### src/rtl/ram_port_arbiter_pkg.sv
// Shared types and constants for the two-master RAM port arbiter.
// Optional RAM_ARB_ROUND_ROBIN_EN selects round-robin tie breaking in ram_arb_picker.
package ram_arb_pkg;

    typedef enum logic [1:0] {
        ARB_IDLE,
        ARB_ACCESS,
        ARB_DONE
    } arb_state_t;

    localparam logic MASTER_M0 = 1'b0;
    localparam logic MASTER_M1 = 1'b1;

    localparam int MAX_WAIT_CYCLES = 15;

    // Wait counter never shrinks below one bit, even with zero wait states.
    function automatic int waitCntWidth(input int waitCycles);
        return (waitCycles < 1) ? 1 : $clog2(waitCycles + 1);
    endfunction

endpackage

### src/rtl/ram_port_arbiter_if.sv
// Bundle of both master request ports and the RAM-side port of the arbiter.
// master = requesters plus RAM model side, slave = the arbiter itself.
interface ram_port_arbiter_if #(
    parameter int DATA_WIDTH = 32,
    parameter int ADDR_WIDTH = 32
);
    logic                  m0_req;
    logic                  m0_we;
    logic [ADDR_WIDTH-1:0] m0_addr;
    logic [DATA_WIDTH-1:0] m0_wdata;
    logic                  m0_gnt;
    logic                  m0_done;
    logic [DATA_WIDTH-1:0] m0_rdata;

    logic                  m1_req;
    logic                  m1_we;
    logic [ADDR_WIDTH-1:0] m1_addr;
    logic [DATA_WIDTH-1:0] m1_wdata;
    logic                  m1_gnt;
    logic                  m1_done;
    logic [DATA_WIDTH-1:0] m1_rdata;

    logic                  ram_we;
    logic [ADDR_WIDTH-1:0] ram_addr;
    logic [DATA_WIDTH-1:0] ram_wd;
    logic [DATA_WIDTH-1:0] ram_rd;
    logic                  busy;

    modport master (
        output m0_req, m0_we, m0_addr, m0_wdata,
        output m1_req, m1_we, m1_addr, m1_wdata,
        output ram_rd,
        input  m0_gnt, m0_done, m0_rdata,
        input  m1_gnt, m1_done, m1_rdata,
        input  ram_we, ram_addr, ram_wd, busy
    );

    modport slave (
        input  m0_req, m0_we, m0_addr, m0_wdata,
        input  m1_req, m1_we, m1_addr, m1_wdata,
        input  ram_rd,
        output m0_gnt, m0_done, m0_rdata,
        output m1_gnt, m1_done, m1_rdata,
        output ram_we, ram_addr, ram_wd, busy
    );
endinterface

### src/rtl/ram_port_arbiter_picker.sv
// Winner selection between the two masters for the RAM port arbiter.
// RAM_ARB_ROUND_ROBIN_EN: alternate on ties; otherwise m0 has fixed priority.
module ram_arb_picker
    import ram_arb_pkg::*;
(
    input  logic clk,
    input  logic rst,
    input  logic req0,
    input  logic req1,
    input  logic take,
    output logic winner
);

`ifdef RAM_ARB_ROUND_ROBIN_EN
    logic lastWinner;

    // Reset to m1 so that m0 wins the first tie after reset.
    always_ff @(posedge clk or posedge rst) begin
        if (rst) begin
            lastWinner <= MASTER_M1;
        end else if (take) begin
            lastWinner <= winner;
        end
    end

    always_comb begin
        winner = MASTER_M0;
        if (req0 && req1) begin
            winner = ~lastWinner;
        end else if (req1) begin
            winner = MASTER_M1;
        end
    end
`else
    logic unusedInputs;
    assign unusedInputs = clk ^ rst ^ take;

    always_comb begin
        winner = (req1 && !req0) ? MASTER_M1 : MASTER_M0;
    end
`endif

endmodule

### src/rtl/ram_port_arbiter.sv
// Serialises two masters onto the single-port data RAM with WAIT_CYCLES extra hold cycles.
// Tie-break policy is chosen by RAM_ARB_ROUND_ROBIN_EN (see ram_arb_picker).
module ram_port_arbiter
    import ram_arb_pkg::*;
#(
    parameter int DATA_WIDTH  = 32,
    parameter int ADDR_WIDTH  = 32,
    parameter int WAIT_CYCLES = 0
) (
    input logic clk,
    input logic rst,
    ram_port_arbiter_if.slave bus
);

    localparam int CNT_W = waitCntWidth(WAIT_CYCLES);
    localparam logic [CNT_W-1:0] WAIT_LOAD = CNT_W'(WAIT_CYCLES);

    arb_state_t state, stateNext;
    logic [CNT_W-1:0]      waitCnt;
    logic                  latchedWe;
    logic [ADDR_WIDTH-1:0] latchedAddr;
    logic [DATA_WIDTH-1:0] latchedWdata;
    logic                  owner;
    logic                  firstCycle;
    logic [DATA_WIDTH-1:0] rdata0;
    logic [DATA_WIDTH-1:0] rdata1;
    logic                  winner;
    logic                  take;
    logic                  accessEnd;

    assign take      = (state == ARB_IDLE) && (bus.m0_req || bus.m1_req);
    assign accessEnd = (state == ARB_ACCESS) && (waitCnt == '0);

    ram_arb_picker uPicker (
        .clk    (clk),
        .rst    (rst),
        .req0   (bus.m0_req),
        .req1   (bus.m1_req),
        .take   (take),
        .winner (winner)
    );

    always_ff @(posedge clk or posedge rst) begin
        if (rst) begin
            state <= ARB_IDLE;
        end else begin
            state <= stateNext;
        end
    end

    always_comb begin
        stateNext = state;
        case (state)
            ARB_IDLE:   if (take) stateNext = ARB_ACCESS;
            ARB_ACCESS: if (waitCnt == '0) stateNext = ARB_DONE;
            ARB_DONE:   stateNext = ARB_IDLE;
            default:    stateNext = ARB_IDLE;
        endcase
    end

    // Winner's request is captured on acceptance so the master may drop it after gnt.
    always_ff @(posedge clk or posedge rst) begin
        if (rst) begin
            waitCnt      <= '0;
            latchedWe    <= 1'b0;
            latchedAddr  <= '0;
            latchedWdata <= '0;
            owner        <= MASTER_M0;
            firstCycle   <= 1'b0;
            rdata0       <= '0;
            rdata1       <= '0;
        end else begin
            firstCycle <= take;
            if (take) begin
                owner        <= winner;
                latchedWe    <= (winner == MASTER_M1) ? bus.m1_we    : bus.m0_we;
                latchedAddr  <= (winner == MASTER_M1) ? bus.m1_addr  : bus.m0_addr;
                latchedWdata <= (winner == MASTER_M1) ? bus.m1_wdata : bus.m0_wdata;
                waitCnt      <= WAIT_LOAD;
            end else if ((state == ARB_ACCESS) && (waitCnt != '0)) begin
                waitCnt <= waitCnt - 1'b1;
            end
            if (accessEnd && !latchedWe) begin
                if (owner == MASTER_M1) begin
                    rdata1 <= bus.ram_rd;
                end else begin
                    rdata0 <= bus.ram_rd;
                end
            end
        end
    end

    // Write strobe only in the final ACCESS cycle, so the RAM sees one write per access.
    always_comb begin
        bus.m0_gnt   = 1'b0;
        bus.m1_gnt   = 1'b0;
        bus.m0_done  = 1'b0;
        bus.m1_done  = 1'b0;
        bus.ram_we   = 1'b0;
        bus.ram_addr = '0;
        bus.ram_wd   = '0;
        if (state == ARB_ACCESS) begin
            bus.ram_addr = latchedAddr;
            bus.ram_wd   = latchedWdata;
            bus.ram_we   = latchedWe && (waitCnt == '0);
            if (firstCycle) begin
                bus.m0_gnt = (owner == MASTER_M0);
                bus.m1_gnt = (owner == MASTER_M1);
            end
        end
        if (state == ARB_DONE) begin
            bus.m0_done = (owner == MASTER_M0);
            bus.m1_done = (owner == MASTER_M1);
        end
    end

    assign bus.busy     = (state != ARB_IDLE);
    assign bus.m0_rdata = rdata0;
    assign bus.m1_rdata = rdata1;

endmodule

### src/flat_wrapper.sv
// flat-port wrapper written by rule: the top's interface ports become plain ports
module ram_port_arbiter_flat import ram_arb_pkg::*;
#(
    parameter int DATA_WIDTH  = 32,
    parameter int ADDR_WIDTH  = 32,
    parameter int WAIT_CYCLES = 0
)
  (clk, rst, bus_m0_req, bus_m0_we, bus_m0_addr, bus_m0_wdata, bus_m1_req, bus_m1_we, bus_m1_addr, bus_m1_wdata, bus_ram_rd, bus_m0_gnt, bus_m0_done, bus_m0_rdata, bus_m1_gnt, bus_m1_done, bus_m1_rdata, bus_ram_we, bus_ram_addr, bus_ram_wd, bus_busy);
  ram_port_arbiter_if #(.DATA_WIDTH(DATA_WIDTH), .ADDR_WIDTH(ADDR_WIDTH)) bus_i ();
  input logic clk;
  input logic rst;
  input wire logic [$bits(bus_i.m0_req)-1:0] bus_m0_req;
  input wire logic [$bits(bus_i.m0_we)-1:0] bus_m0_we;
  input wire logic [$bits(bus_i.m0_addr)-1:0] bus_m0_addr;
  input wire logic [$bits(bus_i.m0_wdata)-1:0] bus_m0_wdata;
  input wire logic [$bits(bus_i.m1_req)-1:0] bus_m1_req;
  input wire logic [$bits(bus_i.m1_we)-1:0] bus_m1_we;
  input wire logic [$bits(bus_i.m1_addr)-1:0] bus_m1_addr;
  input wire logic [$bits(bus_i.m1_wdata)-1:0] bus_m1_wdata;
  input wire logic [$bits(bus_i.ram_rd)-1:0] bus_ram_rd;
  output wire logic [$bits(bus_i.m0_gnt)-1:0] bus_m0_gnt;
  output wire logic [$bits(bus_i.m0_done)-1:0] bus_m0_done;
  output wire logic [$bits(bus_i.m0_rdata)-1:0] bus_m0_rdata;
  output wire logic [$bits(bus_i.m1_gnt)-1:0] bus_m1_gnt;
  output wire logic [$bits(bus_i.m1_done)-1:0] bus_m1_done;
  output wire logic [$bits(bus_i.m1_rdata)-1:0] bus_m1_rdata;
  output wire logic [$bits(bus_i.ram_we)-1:0] bus_ram_we;
  output wire logic [$bits(bus_i.ram_addr)-1:0] bus_ram_addr;
  output wire logic [$bits(bus_i.ram_wd)-1:0] bus_ram_wd;
  output wire logic [$bits(bus_i.busy)-1:0] bus_busy;
  assign bus_i.m0_req = bus_m0_req;
  assign bus_i.m0_we = bus_m0_we;
  assign bus_i.m0_addr = bus_m0_addr;
  assign bus_i.m0_wdata = bus_m0_wdata;
  assign bus_i.m1_req = bus_m1_req;
  assign bus_i.m1_we = bus_m1_we;
  assign bus_i.m1_addr = bus_m1_addr;
  assign bus_i.m1_wdata = bus_m1_wdata;
  assign bus_i.ram_rd = bus_ram_rd;
  assign bus_m0_gnt = bus_i.m0_gnt;
  assign bus_m0_done = bus_i.m0_done;
  assign bus_m0_rdata = bus_i.m0_rdata;
  assign bus_m1_gnt = bus_i.m1_gnt;
  assign bus_m1_done = bus_i.m1_done;
  assign bus_m1_rdata = bus_i.m1_rdata;
  assign bus_ram_we = bus_i.ram_we;
  assign bus_ram_addr = bus_i.ram_addr;
  assign bus_ram_wd = bus_i.ram_wd;
  assign bus_busy = bus_i.busy;
  ram_port_arbiter #(.DATA_WIDTH(DATA_WIDTH), .ADDR_WIDTH(ADDR_WIDTH), .WAIT_CYCLES(WAIT_CYCLES)) u_core (.clk(clk), .rst(rst), .bus(bus_i));
endmodule
### config.mk
export PLATFORM = sky130hd
export DESIGN_NAME = ram_port_arbiter_flat
export DESIGN_NICKNAME = d
export VERILOG_FILES = /design/src/rtl/ram_port_arbiter_pkg.sv /design/src/rtl/ram_port_arbiter_if.sv /design/src/rtl/ram_port_arbiter_picker.sv /design/src/rtl/ram_port_arbiter.sv /design/src/flat_wrapper.sv
export SDC_FILE = /design/constraint.sdc
export NUM_CORES = 1
export LEC_CHECK = 0
export CORE_ASPECT_RATIO = 1.75
export CORE_MARGIN = 2
export CORE_UTILIZATION = 42
export DETAILED_ROUTE_END_ITERATION = 7
export GPL_TIMING_DRIVEN = 1
export HOLD_SLACK_MARGIN = 0.05
export PLACE_DENSITY = 0.85
export SLEW_MARGIN = 20
export SYNTH_ARGS = -nofsm -noshare
export SYNTH_HDL_FRONTEND = slang
export SYNTH_SLANG_ARGS = --single-unit
### constraint.sdc
create_clock -name clk -period 4.7 [get_ports clk]
set_input_delay 0.705 -clock clk [delete_from_list [all_inputs] [get_ports clk]]
set_output_delay 0.705 -clock clk [all_outputs]
set_load 0.05 [all_outputs]
==> results of run 1 <==
==> power by group through the flow <==
stage	sequential [mW]	combinational, mW	clock (mW)
final	2.08	4.32	1.35
after global routing	2.16	4.50	1.43
after CTS	2.09	4.37	1.39
after detailed placement	2.10	4.35	0
after global placement	2.06	4.27	0
after floorplan	2.99	2.00	0
==> area by class of cell <==
cell class / instances / area, um^2 / share of cell area [%]
timing repair buffer: 303 / 3050 / 30.0
tap: 186 / 233 / 2.29
inverter: 2 / 10.0 / 0.0984
multi-input combinational: 278 / 2920 / 28.7
clock buffer: 17 / 425 / 4.18
clock inverter: 14 / 175 / 1.72
sequential: 134 / 3350 / 33.0
==> routing by layer <==
| metal | global-route usage [%] | vias up | routed length (um) |
|---|---|---|---|
| met5 | 0 | - | 0 |
| li1 | - | 2116 | - |
| met2 | 38.2 | 202 | 9560 |
| met3 | 5.52 | 38 | 1080 |
| met4 | 9.90 | 0 | 618 |
| met1 | 21.5 | 2251 | 5880 |
==> path summary, 6_finish.rpt <==
| kind | start | end | slack [ps] | depth (start not counted) |
|---|---|---|---|---|
| max reg2reg | u_core.state[1]$_DFFE_PP0P_ | u_core.bus.m1_rdata[1]$_DFFE_PP0P_ | 2380 | 4 |
| min | u_core.bus.m0_rdata[23]$_DFFE_PP0P_ | u_core.bus.m0_rdata[23]$_DFFE_PP0P_ | 490 | 1 |
| min reg2reg | u_core.bus.m0_rdata[23]$_DFFE_PP0P_ | u_core.bus.m0_rdata[23]$_DFFE_PP0P_ | 490 | 1 |
| max | u_core.state[1]$_DFFE_PP0P_ | bus_ram_wd[1] | 1160 | 3 |
| max in group asynchronous | rst | u_core.bus.m1_rdata[29]$_DFFE_PP0P_ | 2950 | 3 |
| min in group asynchronous | rst | u_core.bus.m0_rdata[0]$_DFFE_PP0P_ | 850 | 2 |
==> flip-flops by register name, summed over array words and instances, names as in the netlist <==
| name | flops |
|---|---|
| u_core.bus.m0_rdata | 32 |
| u_core.latchedWdata | 32 |
| u_core.owner | 1 |
| u_core.state | 2 |
| u_core.latchedWe | 1 |
| u_core.bus.m1_rdata | 32 |
| u_core.latchedAddr | 32 |
| u_core.firstCycle | 1 |
| u_core.waitCnt | 1 |
==> worst register-to-register path: cells and delay by family, from the launching register on <==
family / cells / cell delay (ps)
flip-flops: 1 / 420
AND/OR/NAND/NOR: 2 / 1060
buffers and inverters: 1 / 320
multiplexers: 1 / 400
==> synth_stat cells (2+ instances only) <==
master / n
dfrtp_1: 134
mux2_2: 112
and2_1: 65
mux2_4: 50
mux2_1: 32
buf_6: 14
buf_2: 6
clkbuf_1: 6
nor2_1: 4
a21oi_1: 2
inv_1: 2
nand2_1: 2
==> placed cells by master (no fill, tap or decap), drive strengths merged <==
cell,count
clkinv,4
nand2b,1
clkinvlp,3
and3,1
nor2b,1
inv,6
dfrtp,134
clkbuf,17
a21oi,2
a21o,1
o21a,1
nor3b,1
nand2,2
and3b,1
clkdlybuf4s50,299
bufinv,3
and2b,1
and2,65
nor4,1
buf,4
mux2,194
nand3,1
nor2,5
==> metrics by stage <==
step                instance area [um^2]  hold slack [ps]
finish                             10200              489
global route                       10200              507
CTS                                10200              494
detailed placement                  9570              478
global placement                    9570              473
floorplan                           6480              472
==> kinds of logic after synthesis <==
| family | after synthesis |
|---|---|
| muxes | 194 |
| DFF | 134 |
| and+or+nand+nor | 80 |
| buffers and inverters | 29 |
| AOI/OAI and AO/OA | 4 |
==> reports/results.tsv, run 1 <==
stage	metric	value	unit
worst_setup_path	WP data required	3990	ps
logic_synthesis	largest cells by area after synthesis	dfrtp_1 (52%), mux2_2 (19%), mux2_4 (12%)	
logic_synthesis	Synth Area in Compound Gates	0.386	%
grt	first-pass GRT wire length	26.9	mm
detailed_routing	DR vias	4607	
logic_synthesis	area share of xor/xnor cells in the synthesized design	0	%
clock_tree	# Post-CTS Setup Buffers	0	
timing	Max Freq	282	MHz
clock_tree	post_cts resized	0	
timing	RSZ-0062 raised after global routing	no	
worst_setup_path	critical path type	register to output pin	
grt	vias in the first global route	5176	
logic_synthesis	Primary FF master, synth	dfrtp_1	
worst_setup_path	worst path bufs/invs	1	
logic_synthesis	simple-gate share of the synthesized area	7.85	%
power_and_ir_drop	Power Density	763	mW/mm^2
power_and_ir_drop	Comb pwr share	55.7	%
logic_synthesis	ys async rst share	100	%
timing	pins over their slew limit	0	
place	I/O Buffers	299	
place	Post-DP HPWL	12.8	mm
logic_synthesis	post-synth cell types	24	
power_and_ir_drop	Seq pwr share	26.8	%
logic_synthesis	Syn Inst Count	441	
power_and_ir_drop	Final Power	7.76	mW
clock_tree	Root Driver	clkbuf_16	
grt	initial antenna violation count	0	
floorplan	Top Ports	300	
logic_synthesis	post-synthesis mux area share	36.6	%
clock_tree	CTS clk-pin slew, worst paths	70	ps
power_and_ir_drop	clock power share	17.4	%
detailed_routing	drt first pass iters	4	
clock_tree	TritonCTS clock tree	built	
detailed_routing	1st-iter DRT viols	110	
logic_synthesis	Mapped Area	0.00648	mm^2
logic_synthesis	Synth top area share	51.7	%
timing	Slew HR	32.4	%
floorplan	total die area	0.0165	mm^2
clock_tree	worst skew pair latency	410	ps
power_and_ir_drop	internal power	4.28	mW
timing	endpoints failing setup	0	
detailed_routing	antenna-violating nets left	0	
grt	Remaining Overflow, GRT	0	
clock_tree	hold buffers post-CTS	0	
place	GPL Wtd Cong	0.769	
power_and_ir_drop	maximum VDD drop	0.000431	V
worst_setup_path	Top Family by Delay on Critical Path	simple AND/OR/NAND/NOR gates	
timing	crit path time final	3540	ps
final_layout	final-stage net count	902	
worst_setup_path	critical path startpoint category	register	
worst_setup_path	CP max FO	68	
min_path	Tightest Hold Check Type	register to register	
logic_synthesis	adder-cell area share of the yosys netlist	0	%
timing	period utilization	75.3	%
status	outcome	finished clean	
timing	skew final	11.0	ps
logic_synthesis	post-synthesis area per instance	14.7	um^2
worst_setup_path	max incr delay on CP	910	ps
grt	largest net degree at the start of global routing	73	
clock_tree	clk buf depth	2	
timing	post-route setup TNS	0	ps
timing	post-route setup slack	1160	ps
logic_synthesis	net count after synthesis	607	
final_layout	P&R area growth vs syn	56.8	%
detailed_routing	post-DR wirelength/cell	18.3	um
clock_tree	clock sinks	134	
logic_synthesis	number of enable flip-flop cells after synthesis	0	
final_layout	Final Non-Filler Cells	934	
worst_setup_path	Crit. End Element	output pin	
timing	worst slew pin tran	1010	ps
final_layout	Final Util	66.7	%
logic_synthesis	largest area contributor in the netlist	dfrtp_1	
floorplan	core area	0.0152	mm^2
detailed_routing	Routed WL	17.1	mm
final_layout	filler cell count	1088	
power_and_ir_drop	P_sw	3.47	mW
power_and_ir_drop	leakage	4.22	nW
place	pre-CTS setup slack	1560	ps
detailed_routing	Via density	4.93	
place	placed insts	903	
clock_tree	H-tree depth	4	
logic_synthesis	largest family of logic cells by synthesized area	multiplexers	
floorplan	chip width	97.9	um
floorplan	Initial Util	42.6	%
worst_setup_path	Critical Path AT	2840	ps
job	Max-Cap Viols	0	
logic_synthesis	number of synthesized register bits	134	
floorplan	Die Height	168	um
final_layout	share of layout cells above drive strength 1	27.3	%
grt	all-layer global routing usage	20.7	%
clock_tree	Num CTS Buffers	17	
logic_synthesis	Ys Warns	0	
detailed_routing	# DRC	0	
power_and_ir_drop	Switching Share	44.8	%
worst_setup_path	crit-path cells	and2b_2 -> and2_1 -> clkdlybuf4s50_1	
logic_synthesis	Seq/Total Area, Yosys	51.7	%
worst_setup_path	slowest CP cell	and2b_2	
final_layout	Antenna diodes	0	
floorplan	row count	60	
timing	Hold Violations, Final	0	
(Power assumes the default switching activity.)
==> run 2: changes to the inputs <==
Settings changed: CORE_UTILIZATION 42 to 38, PLACE_DENSITY 0.85 to 0.82.
Clock period 4.7 ns to 3.1 ns, I/O delays scaled along.
==> reports/results.tsv, run 2 (synthesis gave the netlist of run 1 again) <==
stage	metric	value	unit
status	outcome	finished clean	
floorplan	chip width	103	um
place	I/O Buffers	299	
power_and_ir_drop	internal power	6.18	mW
floorplan	total die area	0.0182	mm^2
timing	Slew HR	37.1	%
final_layout	Final Non-Filler Cells	979	
power_and_ir_drop	Power Density	1140	mW/mm^2
power_and_ir_drop	Switching Share	45.9	%
power_and_ir_drop	Seq pwr share	27.3	%
worst_setup_path	RR Startpoint	u_core.state[1]$_DFFE_PP0P_	
job	Max-Cap Viols	0	
worst_setup_path	r2r endpoint	u_core.bus.m1_rdata[26]$_DFFE_PP0P_	
min_path	Tightest Hold Check Type	register to register	
grt	grt met2 use	36.5	%
detailed_routing	post-DR wirelength/cell	17.7	um
grt	first-pass GRT wire length	26.7	mm
worst_setup_path	CP startpoint	u_core.state[1]$_DFFE_PP0P_	
detailed_routing	# DRC	0	
power_and_ir_drop	maximum VDD drop	0.000603	V
floorplan	Initial Util	38.4	%
worst_setup_path	Critical Path AT	2260	ps
final_layout	Antenna diodes	0	
clock_tree	# Post-CTS Setup Buffers	0	
grt	vias in the first global route	5278	
timing	Hold Violations, Final	0	
floorplan	row count	63	
worst_setup_path	Crit. End Element	output pin	
worst_setup_path	R2R setup slack	680	ps
clock_tree	H-tree depth	4	
final_layout	P&R area growth vs syn	55.0	%
grt	grt peak-use layer	met2	
grt	met3 usage	4.78	%
detailed_routing	Routed WL	17.3	mm
clock_tree	clk buf depth	2	
power_and_ir_drop	Final Power	11.4	mW
clock_tree	hold buffers post-CTS	0	
power_and_ir_drop	clock power share	15.6	%
place	Post-DP HPWL	13.2	mm
grt	largest net degree at the start of global routing	76	
power_and_ir_drop	leakage	4.31	nW
final_layout	final-stage net count	906	
detailed_routing	drt first pass iters	4	
worst_setup_path	Setup crit end	bus_ram_addr[22]	
clock_tree	worst skew pair latency	410	ps
place	GPL Wtd Cong	0.808	
floorplan	core area	0.0169	mm^2
clock_tree	Num CTS Buffers	17	
grt	met1 GRT Util	19.4	%
grt	Remaining Overflow, GRT	0	
place	placed insts	948	
timing	RSZ-0062 raised after global routing	no	
worst_setup_path	Worst R2R Path Depth	3	
grt	initial antenna violation count	0	
final_layout	share of layout cells above drive strength 1	35.6	%
worst_setup_path	WP data required	2630	ps
final_layout	most common cell after layout, fill and taps aside	clkdlybuf4s50_1	
timing	post-route setup TNS	0	ps
final_layout	commonest non-fill, non-tap cells in the layout	clkdlybuf4s50_1 (239), dfrtp_1 (134), mux2_2 (112)	
timing	period utilization	87.9	%
clock_tree	post_cts resized	0	
detailed_routing	1st-iter DRT viols	69	
timing	worst slew pin tran	942	ps
detailed_routing	antenna-violating nets left	0	
grt	all-layer global routing usage	19.2	%
power_and_ir_drop	P_sw	5.25	mW
worst_setup_path	critical path type	register to output pin	
clock_tree	TritonCTS clock tree	built	
clock_tree	Root Driver	clkbuf_16	
detailed_routing	Via density	4.76	
clock_tree	clock sinks	134	
timing	Max Freq	367	MHz
floorplan	Top Ports	300	
timing	crit path time final	2730	ps
worst_setup_path	critical path startpoint category	register	
floorplan	Die Height	177	um
clock_tree	CTS clk-pin slew, worst paths	60	ps
timing	endpoints failing setup	0	
power_and_ir_drop	Comb pwr share	57.0	%
detailed_routing	DR vias	4657	
worst_setup_path	CP max FO	19	
timing	pins over their slew limit	0	
timing	skew final	8.41	ps
-- run 2: cell types whose count changed in the layout (fill, tap and decap cells not counted), moves of 2 or more --
cell and delta:
clkinvlp_4 +4, bufinv_16 -3, buf_4 +62, buf_12 +2, clkdlybuf4s50_1 -60
-- run 2: layout make-up --
cell class	count	area, um^2
Clock inverter	14	104
Clock buffer	17	425
Multi-Input combinational cell	278	2920
Fill cell	1411	6820
Timing Repair Buffer	307	2950
Inverter	2	11.3
Tap cell	227	284
Sequential cell	134	3350
-- run 2: worst min path at each step --
stage                                        startpoint                                  end  depth (start not counted)
finish              u_core.bus.m0_rdata[24]$_DFFE_PP0P_  u_core.bus.m0_rdata[24]$_DFFE_PP0P_                          1
global route        u_core.bus.m0_rdata[24]$_DFFE_PP0P_  u_core.bus.m0_rdata[24]$_DFFE_PP0P_                          1
CTS                 u_core.bus.m0_rdata[24]$_DFFE_PP0P_  u_core.bus.m0_rdata[24]$_DFFE_PP0P_                          1
detailed placement  u_core.bus.m0_rdata[24]$_DFFE_PP0P_  u_core.bus.m0_rdata[24]$_DFFE_PP0P_                          1
global placement    u_core.bus.m0_rdata[23]$_DFFE_PP0P_  u_core.bus.m0_rdata[23]$_DFFE_PP0P_                          1
floorplan            u_core.latchedAddr[10]$_DFFE_PP0P_   u_core.latchedAddr[10]$_DFFE_PP0P_                          1
-- run 2: per-stage QoR --
| step | setup slack (ps) | instance area (um^2) | hold WS [ps] | utilization, % |
|---|---|---|---|---|
| after global placement | 755 | 9520 | 471 | 56.5 |
| after global routing | 229 | 10100 | 503 | 59.6 |
| after CTS | 332 | 10100 | 488 | 59.6 |
| final | 374 | 10100 | 483 | 59.6 |
| after detailed placement | 657 | 9520 | 475 | 56.5 |
| after floorplan | 970 | 6490 | 472 | - |
-- run 2: power groups by stage --
stage / sequential (mW) / clock, mW / combinational, mW
global route: 3.24 / 1.91 / 6.82
floorplan: 4.53 / 0 / 3.03
global placement: 3.12 / 0 / 6.47
detailed placement: 3.16 / 0 / 6.59
finish: 3.13 / 1.79 / 6.52
CTS: 3.14 / 1.83 / 6.60
-- run 2: per-layer routing --
layer | part of all wire [%] | vias up | routed length (um)
met1 | 35 | 2313 | 6020
met2 | 56 | 186 | 9740
met5 | 0 | - | 0
met3 | 6.2 | 29 | 1080
met4 | 2.7 | 0 | 468
li1 | - | 2129 | -
-- run 2: critical path, cell delays in order (launching register included) --
cell             delay (ps)
dfrtp_1                 410
and2b_2                 450
and2_1                  180
clkdlybuf4s50_1         810
==> run 3: changes to the inputs <==
Settings changed: GPL_ROUTABILITY_DRIVEN set to 0, MAX_ROUTING_LAYER set to met4.
==> reports/results.tsv, run 3 (synthesis gave the netlist of run 1 again) <==
stage	metric	value	unit
clock_tree	post_cts resized	0	
floorplan	chip width	103	um
timing	post-route setup slack	368	ps
timing	skew final	9.17	ps
grt	first-pass GRT wire length	26.6	mm
place	I/O Buffers	299	
final_layout	commonest non-fill, non-tap cells in the layout	clkdlybuf4s50_1 (239), dfrtp_1 (134), mux2_2 (112)	
timing	worst slew pin tran	936	ps
grt	vias in the first global route	5297	
min_path	Hold EP	u_core.bus.m0_rdata[24]$_DFFE_PP0P_	
clock_tree	Num CTS Buffers	17	
floorplan	Die Height	177	um
floorplan	core area	0.0169	mm^2
floorplan	Initial Util	38.4	%
worst_setup_path	Critical Path AT	2270	ps
floorplan	row count	63	
timing	post-route setup TNS	0	ps
place	pre-CTS setup slack	657	ps
timing	pins over their slew limit	0	
worst_setup_path	WP data required	2630	ps
final_layout	filler cell count	1411	
power_and_ir_drop	Power Density	1140	mW/mm^2
min_path	Tightest Hold Check Type	register to register	
clock_tree	CTS clk-pin slew, worst paths	60	ps
final_layout	share of layout cells above drive strength 1	35.6	%
detailed_routing	Via density	4.76	
min_path	hold path cells	1	
detailed_routing	post-DR wirelength/cell	17.7	um
worst_setup_path	RR Startpoint	u_core.state[1]$_DFFE_PP0P_	
worst_setup_path	crit-path cells	and2b_2 -> and2_1 -> clkdlybuf4s50_1	
worst_setup_path	Crit. End Element	output pin	
timing	Slew HR	37.5	%
floorplan	Top Ports	300	
power_and_ir_drop	leakage	4.31	nW
worst_setup_path	slowest CP cell	clkdlybuf4s50_1	
detailed_routing	1st-iter DRT viols	90	
grt	Remaining Overflow, GRT	0	
worst_setup_path	critical path type	register to output pin	
floorplan	total die area	0.0182	mm^2
detailed_routing	DR vias	4662	
detailed_routing	Routed WL	17.3	mm
final_layout	final-stage net count	906	
timing	period utilization	88.1	%
worst_setup_path	CP max FO	19	
grt	all-layer global routing usage	19.7	%
clock_tree	H-tree depth	4	
power_and_ir_drop	maximum VDD drop	0.000608	V
final_layout	Antenna diodes	0	
final_layout	most common cell after layout, fill and taps aside	clkdlybuf4s50_1	
job	Max-Cap Viols	0	
detailed_routing	# DRC	0	
detailed_routing	drt first pass iters	4	
clock_tree	# Post-CTS Setup Buffers	0	
worst_setup_path	max incr delay on CP	820	ps
clock_tree	TritonCTS clock tree	built	
grt	largest net degree at the start of global routing	76	
timing	Max Freq	366	MHz
timing	endpoints failing setup	0	
timing	RSZ-0062 raised after global routing	no	
worst_setup_path	Worst R2R Path Depth	3	
clock_tree	Root Driver	clkbuf_16	
final_layout	P&R area growth vs syn	55.0	%
timing	Hold Violations, Final	0	
place	Post-DP HPWL	13.2	mm
clock_tree	clock sinks	134	
clock_tree	hold buffers post-CTS	0	
detailed_routing	antenna-violating nets left	0	
worst_setup_path	CP startpoint	u_core.state[1]$_DFFE_PP0P_	
min_path	hold_sp	u_core.bus.m0_rdata[24]$_DFFE_PP0P_	
clock_tree	worst skew pair latency	410	ps
clock_tree	clk buf depth	2	
timing	crit path time final	2730	ps
worst_setup_path	r2r endpoint	u_core.bus.m1_rdata[16]$_DFFE_PP0P_	
worst_setup_path	critical path startpoint category	register	
grt	initial antenna violation count	0	
status	outcome	finished clean	
worst_setup_path	R2R setup slack	680	ps
-- run 3: cell counts in the layout (fill, tap and decap cells not counted) --
No cell type changed its count.
-- run 3: area by class of cell --
| class | instances | area [um^2] | area share, % |
|---|---|---|---|
| clock inverter | 14 | 104 | 1.03 |
| tap | 227 | 284 | 2.83 |
| inverter | 2 | 11.3 | 0.112 |
| clock buffer | 17 | 425 | 4.23 |
| timing repair buffer | 307 | 2950 | 29.4 |
| sequential | 134 | 3350 | 33.4 |
| multi-input combinational | 278 | 2920 | 29.1 |
-- run 3: how the worst max path moves through the flow --
stage | slack (ps) | to
global placement | 750 | u_core.bus.m1_rdata[7]$_DFFE_PP0P_
floorplan | 970 | u_core.bus.m0_rdata[0]$_DFFE_PP0P_
global route | 230 | bus_ram_addr[22]
CTS | 330 | bus_ram_addr[22]
detailed placement | 660 | u_core.bus.m1_rdata[28]$_DFFE_PP0P_
finish | 370 | bus_ram_addr[22]
-- run 3: per-stage QoR --
step	cell area, um^2	util, %	power, mW	hold WS [ps]	cells
floorplan	6490	-	7.57	472	441
global placement	9520	56.5	9.59	471	948
detailed placement	9520	56.5	9.75	475	948
CTS	10100	59.6	11.6	488	979
global route	10100	59.6	12.0	503	979
finish	10100	59.6	11.4	483	979
-- run 3: metal layers --
| metal | track usage, % | routed length [um] |
|---|---|---|
| met2 | 36.5 | 9750 |
| met5 | - | 0 |
| met3 | 3.95 | 891 |
| met4 | 7.51 | 455 |
| met1 | 19.9 | 6240 |
-- run 3: report_power, final --
part	internal, mW	leakage, nW	switching, mW
Combinational	2.51	2.49	4.01
Sequential	2.65	1.58	0.479
Clock	1.02	0.244	0.768
Total	6.18	4.31	5.26
-- run 3: critical path, delay by kind of cell (launching register included) --
kind / cells / cell delay [ps]
buffers and inverters: 1 / 820
AND/OR/NAND/NOR: 2 / 630
flip-flops: 1 / 410
==> RTL change 1: new RTL, settings of run 1 <==
Add a define of `RAM_ARB_ROUND_ROBIN_EN`.
--- a/src/rtl/ram_port_arbiter_picker.sv
+++ b/src/rtl/ram_port_arbiter_picker.sv
@@ -1,4 +1,6 @@
 // Winner selection between the two masters for the RAM port arbiter.
 // RAM_ARB_ROUND_ROBIN_EN: alternate on ties; otherwise m0 has fixed priority.
+`define RAM_ARB_ROUND_ROBIN_EN
+
 module ram_arb_picker
     import ram_arb_pkg::*;
Function: changed (a bounded check fails within 10 cycles, from zero or initial values and one cycle with rst high).
==> RTL change 1 against run 1 <==
Total power increased by 2.1%. Routed wire length decreased by 2.2%. Sequential cell count grew 1. Final cell count grew 0.11%. Synthesized cell count up 0.68%. Clock power is 6% lower. Final area shrank 2.0%. Area after synthesis down 3.3%. Setup slack gained 0.064 ns.
==> RTL change 1: results (changes against run 1) <==
| Metric | Value |
|---|---|
| Post-synthesis sequential area ratio | 53.9% (+2.2 points) |
| Layout cell share with drive strength beyond 1 | 25.9% (-1.3 points) |
| Worst slew pin tran | 1.04 ns (+0.0278 ns) |
| Status | completed |
| Crit-path max FO | 68 (unchanged) |
| Fmax | 0.288 GHz (+1.9%) |
| Power Dens Cells | 795 nW/µm² (+4.3%) |
| Leak | 4.04 nW (-4.2%) |
| Peak supply drop | 0.623 mV (+45%) |
| Largest net degree at the start of global routing | 71 (-2.7%) |
| DR vias/cell | 4.93 (about the same) |
| Clk buf depth | 2 (unchanged) |
| CTS buffer count | 17 (unchanged) |
| Post-DR wirelength/cell | 17.9 µm (-2.3%) |
| Cell Area, Placed | 9390 µm² (-1.8%) |
| RePlAce Congestion | 0.753 (-2.2%) |
| H-tree depth | 4 (unchanged) |
| DR pass1 iterations | 4 (unchanged) |
| Asr flop ratio synth | 100% (unchanged) |
| # resized after CTS | 0 (unchanged) |
| Clock latency on the worst-skew pair | 0.40 ns |
| Hold Crit Class | flop to flop |
| Syn Nets | 610 (+0.49%) |
| Post-synth top cells | mux2_2, dfrtp_1, and2_1 |
| Vias in the first global route | 4976 (-3.9%) |
| Final hold viol count | 0 (unchanged) |
| Syn. warnings | 0 (unchanged) |
| Worst EP arrival | 2.77 ns (-0.07 ns) |
| Most used flip-flop cell after synthesis | dfrtp_1 |
| Initial antenna violation count | 0 (unchanged) |
| Nets | 905 (+0.33%) |
| Setup TNS | 0 ns (unchanged) |
| First-pass GRT wire length | 25300 µm (-5.9%) |
| Initial DRC Count | 117 (+6.4%) |
| Post-DP HPWL | 12700 µm (-0.75%) |
| Clock-pin slew on the worst setup and hold paths | 0.06 ns |
| Post-CTS Setup Inserts | 0 (unchanged) |
| N_diodes | 0 (unchanged) |
| Skew final | 0.0119 ns (+0.000958 ns) |
| Setup Viol. Count Final | 0 (unchanged) |
| Distinct cell type count after synthesis | 24 (unchanged) |
| IO Port Bufs | 299 (unchanged) |
| Largest cells by area after synthesis | dfrtp_1, mux2_2, mux2_1 |
| Gr usage total | 20.8% (+0.059 points) |
| Root Driver | clkbuf_16 |
==> RTL change 1: cell type report <==
type | instances | area (µm²)
fillers | 1076 | 4800
flip-flops and latches | 135 | 3380
repair buffers | 303 | 3040
multi-input cells | 279 | 2730
clock buffers | 18 | 429
well taps | 183 | 229
clock inverters | 14 | 140
inverters | 3 | 13.8
==> RTL change 1: kinds of logic after synthesis <==
logic type	share of synthesized area, %
compound gates	0.559
buf+inv	2.85
flops	53.9
mux	34.8
simple gates	7.86
==> RTL change 1: power breakdown <==
| group | switching [mW] | total (mW) | internal (mW) |
|---|---|---|---|
| Sequential | 0.333 | 2.10 | 1.77 |
| Clock | 0.528 | 1.27 | 0.742 |
| Combinational | 2.74 | 4.55 | 1.81 |
==> RTL change 1: metal layers <==
layer | track usage (%) | part of all wire [%] | wire [µm] | vias to the layer above
met3 | 6.09 | 7.9 | 1320 | 35
li1 | - | - | - | 2147
met2 | 39.2 | 55 | 9270 | 198
met1 | 20.5 | 34 | 5690 | 2234
met4 | 7.65 | 2.9 | 478 | 0
met5 | 0 | 0 | 0 | -
==> RTL change 1: worst max-delay path, stage by stage (launching register included) <==
cell and delay [ns]:
dfrtp_1 0.41, and2b_2 0.87, and2_1 0.23, clkdlybuf4s50_1 0.84
==> RTL change 1: worst paths after layout <==
check	from	end	slack [ns]	cells past startpoint
min in group asynchronous	rst	u_core.bus.m1_rdata[2]	0.83	2
max reg2reg	u_core.state[1]	u_core.bus.m1_rdata[19]	1.76	3
max	u_core.state[1]	bus_ram_addr[24]	1.22	3
min	u_core.bus.m0_rdata[24]	u_core.bus.m0_rdata[24]	0.50	1
max in group asynchronous	rst	u_core.uPicker.lastWinner	2.94	3
min reg2reg	u_core.bus.m0_rdata[24]	u_core.bus.m0_rdata[24]	0.50	1
==> RTL change 1: stage by stage <==
step                      setup WS [ns]  instances  util, %  hold WS, ns
after CTS                          1.18        935     67.5        0.498
after detailed placement           1.62        903     63.6        0.475
after floorplan                   0.386        444        -        0.472
after global placement             1.75        903     63.6        0.469
final                              1.22        935     67.5        0.496
after global routing              0.991        935     67.5        0.510
==> RTL change 2: new RTL, settings of run 1 <==
Made on the original files. Re-encode `arb_state_t` (3 states) as one-hot, 3 bits wide.
--- a/src/rtl/ram_port_arbiter_pkg.sv
+++ b/src/rtl/ram_port_arbiter_pkg.sv
@@ -3,8 +3,8 @@
 package ram_arb_pkg;
 
-    typedef enum logic [1:0] {
-        ARB_IDLE,
-        ARB_ACCESS,
-        ARB_DONE
+    typedef enum logic [2:0] {
+        ARB_IDLE   = 3'b001,
+        ARB_ACCESS = 3'b010,
+        ARB_DONE   = 3'b100
     } arb_state_t;
 
Function: same outputs for any inputs over 4 cycles, from zero or initial values and one cycle with rst high; so few cycles prove little.
==> RTL change 2 against run 1 <==
Total power fell by 4.1%. Routed wire length rose by 6.4%. Count of clock-buffer cells in the layout did not move. Clock skew rose by 0.0012 ns. Final area rose by 1.4%. Setup slack improved by 0.087 ns. Sequential cell count rose by 1. Area after synthesis rose by 1.1%. Largest cell class unchanged. Highest routed layer unchanged.
==> RTL change 2: results (changes against run 1) <==
| Metric | Value |
|---|---|
| Status | completed |
| Largest cells by area after synthesis | dfrtp_1, mux2_2, mux2_4 |
| Nets | 901 (-0.11%) |
| Post-synthesis sequential area ratio | 51.6% (-0.14 points) |
| Worst hold margin | 0.478 ns (-0.0109 ns) |
| Worst EP arrival | 2.75 ns (-0.09 ns) |
| FF-to-FF path depth | 3 (-1) |
| Post-DP HPWL | 13300 µm (+3.6%) |
| Skew final | 0.0122 ns (+0.00125 ns) |
| Post-DR wirelength/cell | 19.5 µm (+6.5%) |
| Leak | 4.41 nW (+4.5%) |
| Syn Nets | 608 (+0.16%) |
| Final hold viol count | 0 (unchanged) |
| Clock latency on the worst-skew pair | 0.41 ns (about the same) |
| DR pass1 iterations | 4 (unchanged) |
| Initial DRC Count | 97 (-12%) |
| Crit path max-delay family | buffers and inverters |
| Layout cell share with drive strength beyond 1 | 30.8% (+3.5 points) |
| Post-synth top cells | dfrtp_1, mux2_2, and2_1 |
| Syn. warnings | 0 (unchanged) |
| FF-to-FF setup slack | 2.35 ns (-0.03 ns) |
| Clock-pin slew on the worst setup and hold paths | 0.06 ns |
| Min-delay src | u_core.latchedAddr[18] |
| CTS buffer count | 17 (unchanged) |
| CP max-delay cell | clkdlybuf4s50_1 |
| Largest net degree at the start of global routing | 71 (-2.7%) |
| N_diodes | 0 (unchanged) |
| Max-slew headroom | 36.0% (+3.5 points) |
| Pins over their slew limit | 0 (unchanged) |
| RR Endpoint | u_core.bus.m0_rdata[28] |
| First-pass GRT wire length | 28400 µm (+5.8%) |
| Gr usage total | 21.8% (+1.1 points) |
| # resized after CTS | 0 (unchanged) |
| Peak supply drop | 0.419 mV (-2.7%) |
| DR vias/cell | 5.03 (+1.9%) |
| Root Driver | clkbuf_16 |
| Clk buf depth | 2 (unchanged) |
| Asr flop ratio synth | 100% (unchanged) |
| Vias in the first global route | 5217 (+0.79%) |
| Initial antenna violation count | 0 (unchanged) |
| CP max stage delay | 0.85 ns (-0.06 ns) |
| H-tree depth | 4 (unchanged) |
| R2R Path Start | u_core.state[2] |
| Hold endpoint | u_core.latchedAddr[18] |
| RePlAce Congestion | 0.788 (+2.5%) |
| Distinct cell type count after synthesis | 26 (+8.3%) |
| IO Port Bufs | 299 (unchanged) |
| Hold depth | 1 (unchanged) |
| Place WS | 1.58 ns (+0.0146 ns) |
| Crit-path max FO | 59 (-13%) |
-- RTL change 2: how the worst max path moves through the flow --
stage / start / to / slack [ns] / cells past startpoint
floorplan: rst / u_core.bus.m0_rdata[0] / 0.39 / 1
global placement: bus_m1_req / u_core.latchedWdata[5] / 1.66 / 5
detailed placement: bus_m1_req / u_core.latchedWdata[23] / 1.58 / 5
CTS: u_core.state[2] / bus_m1_gnt / 1.22 / 4
global route: u_core.state[2] / bus_m1_gnt / 1.12 / 4
finish: u_core.state[2] / bus_ram_wd[4] / 1.25 / 4
-- RTL change 2: layout make-up --
class                   instances  area (µm²)
clock buffers                  17         425
clock inverters                14         223
fillers                      1121        5010
inverters                       2        10.0
multi-input cells             277        2990
flip-flops and latches        135        3380
well taps                     186         233
repair buffers                302        3050
-- RTL change 2: cells by family after synthesis --
kind of cell | Yosys count | share of synthesized area, %
DFF | 135 | 51.6
and+or+nand+nor | 79 | 8.17
AOI/OAI and AO/OA | 4 | 0.382
muxes | 194 | 36.8
buffers and inverters | 30 | 3.11
-- RTL change 2: routing by layer --
layer  wire length (µm)  GRT usage [%]  part of all wire (%)  vias to the layer above
li1                   -              -                     -                     2115
met1               6450           23.8                    35                     2332
met2              10000           39.5                    55                      200
met3               1110           5.77                   6.1                       42
met4                660           9.53                   3.6                        0
met5                  0              0                     0                        -
-- RTL change 2: power breakdown --
| group | switching [mW] | leakage, nW | internal [mW] |
|---|---|---|---|
| sequential | 0.350 | 1.58 | 1.77 |
| combinational | 2.18 | 2.52 | 1.67 |
| clock | 0.525 | 0.310 | 0.945 |
| total | 3.06 | 4.41 | 4.38 |
-- RTL change 2: per-stage QoR --
stage	std cells	cell area (µm²)	power (mW)
final	933	10300	7.44
after floorplan	442	6550	4.74
after CTS	933	10300	7.50
after detailed placement	902	9660	5.99
after global placement	902	9660	5.89
after global routing	933	10300	7.76
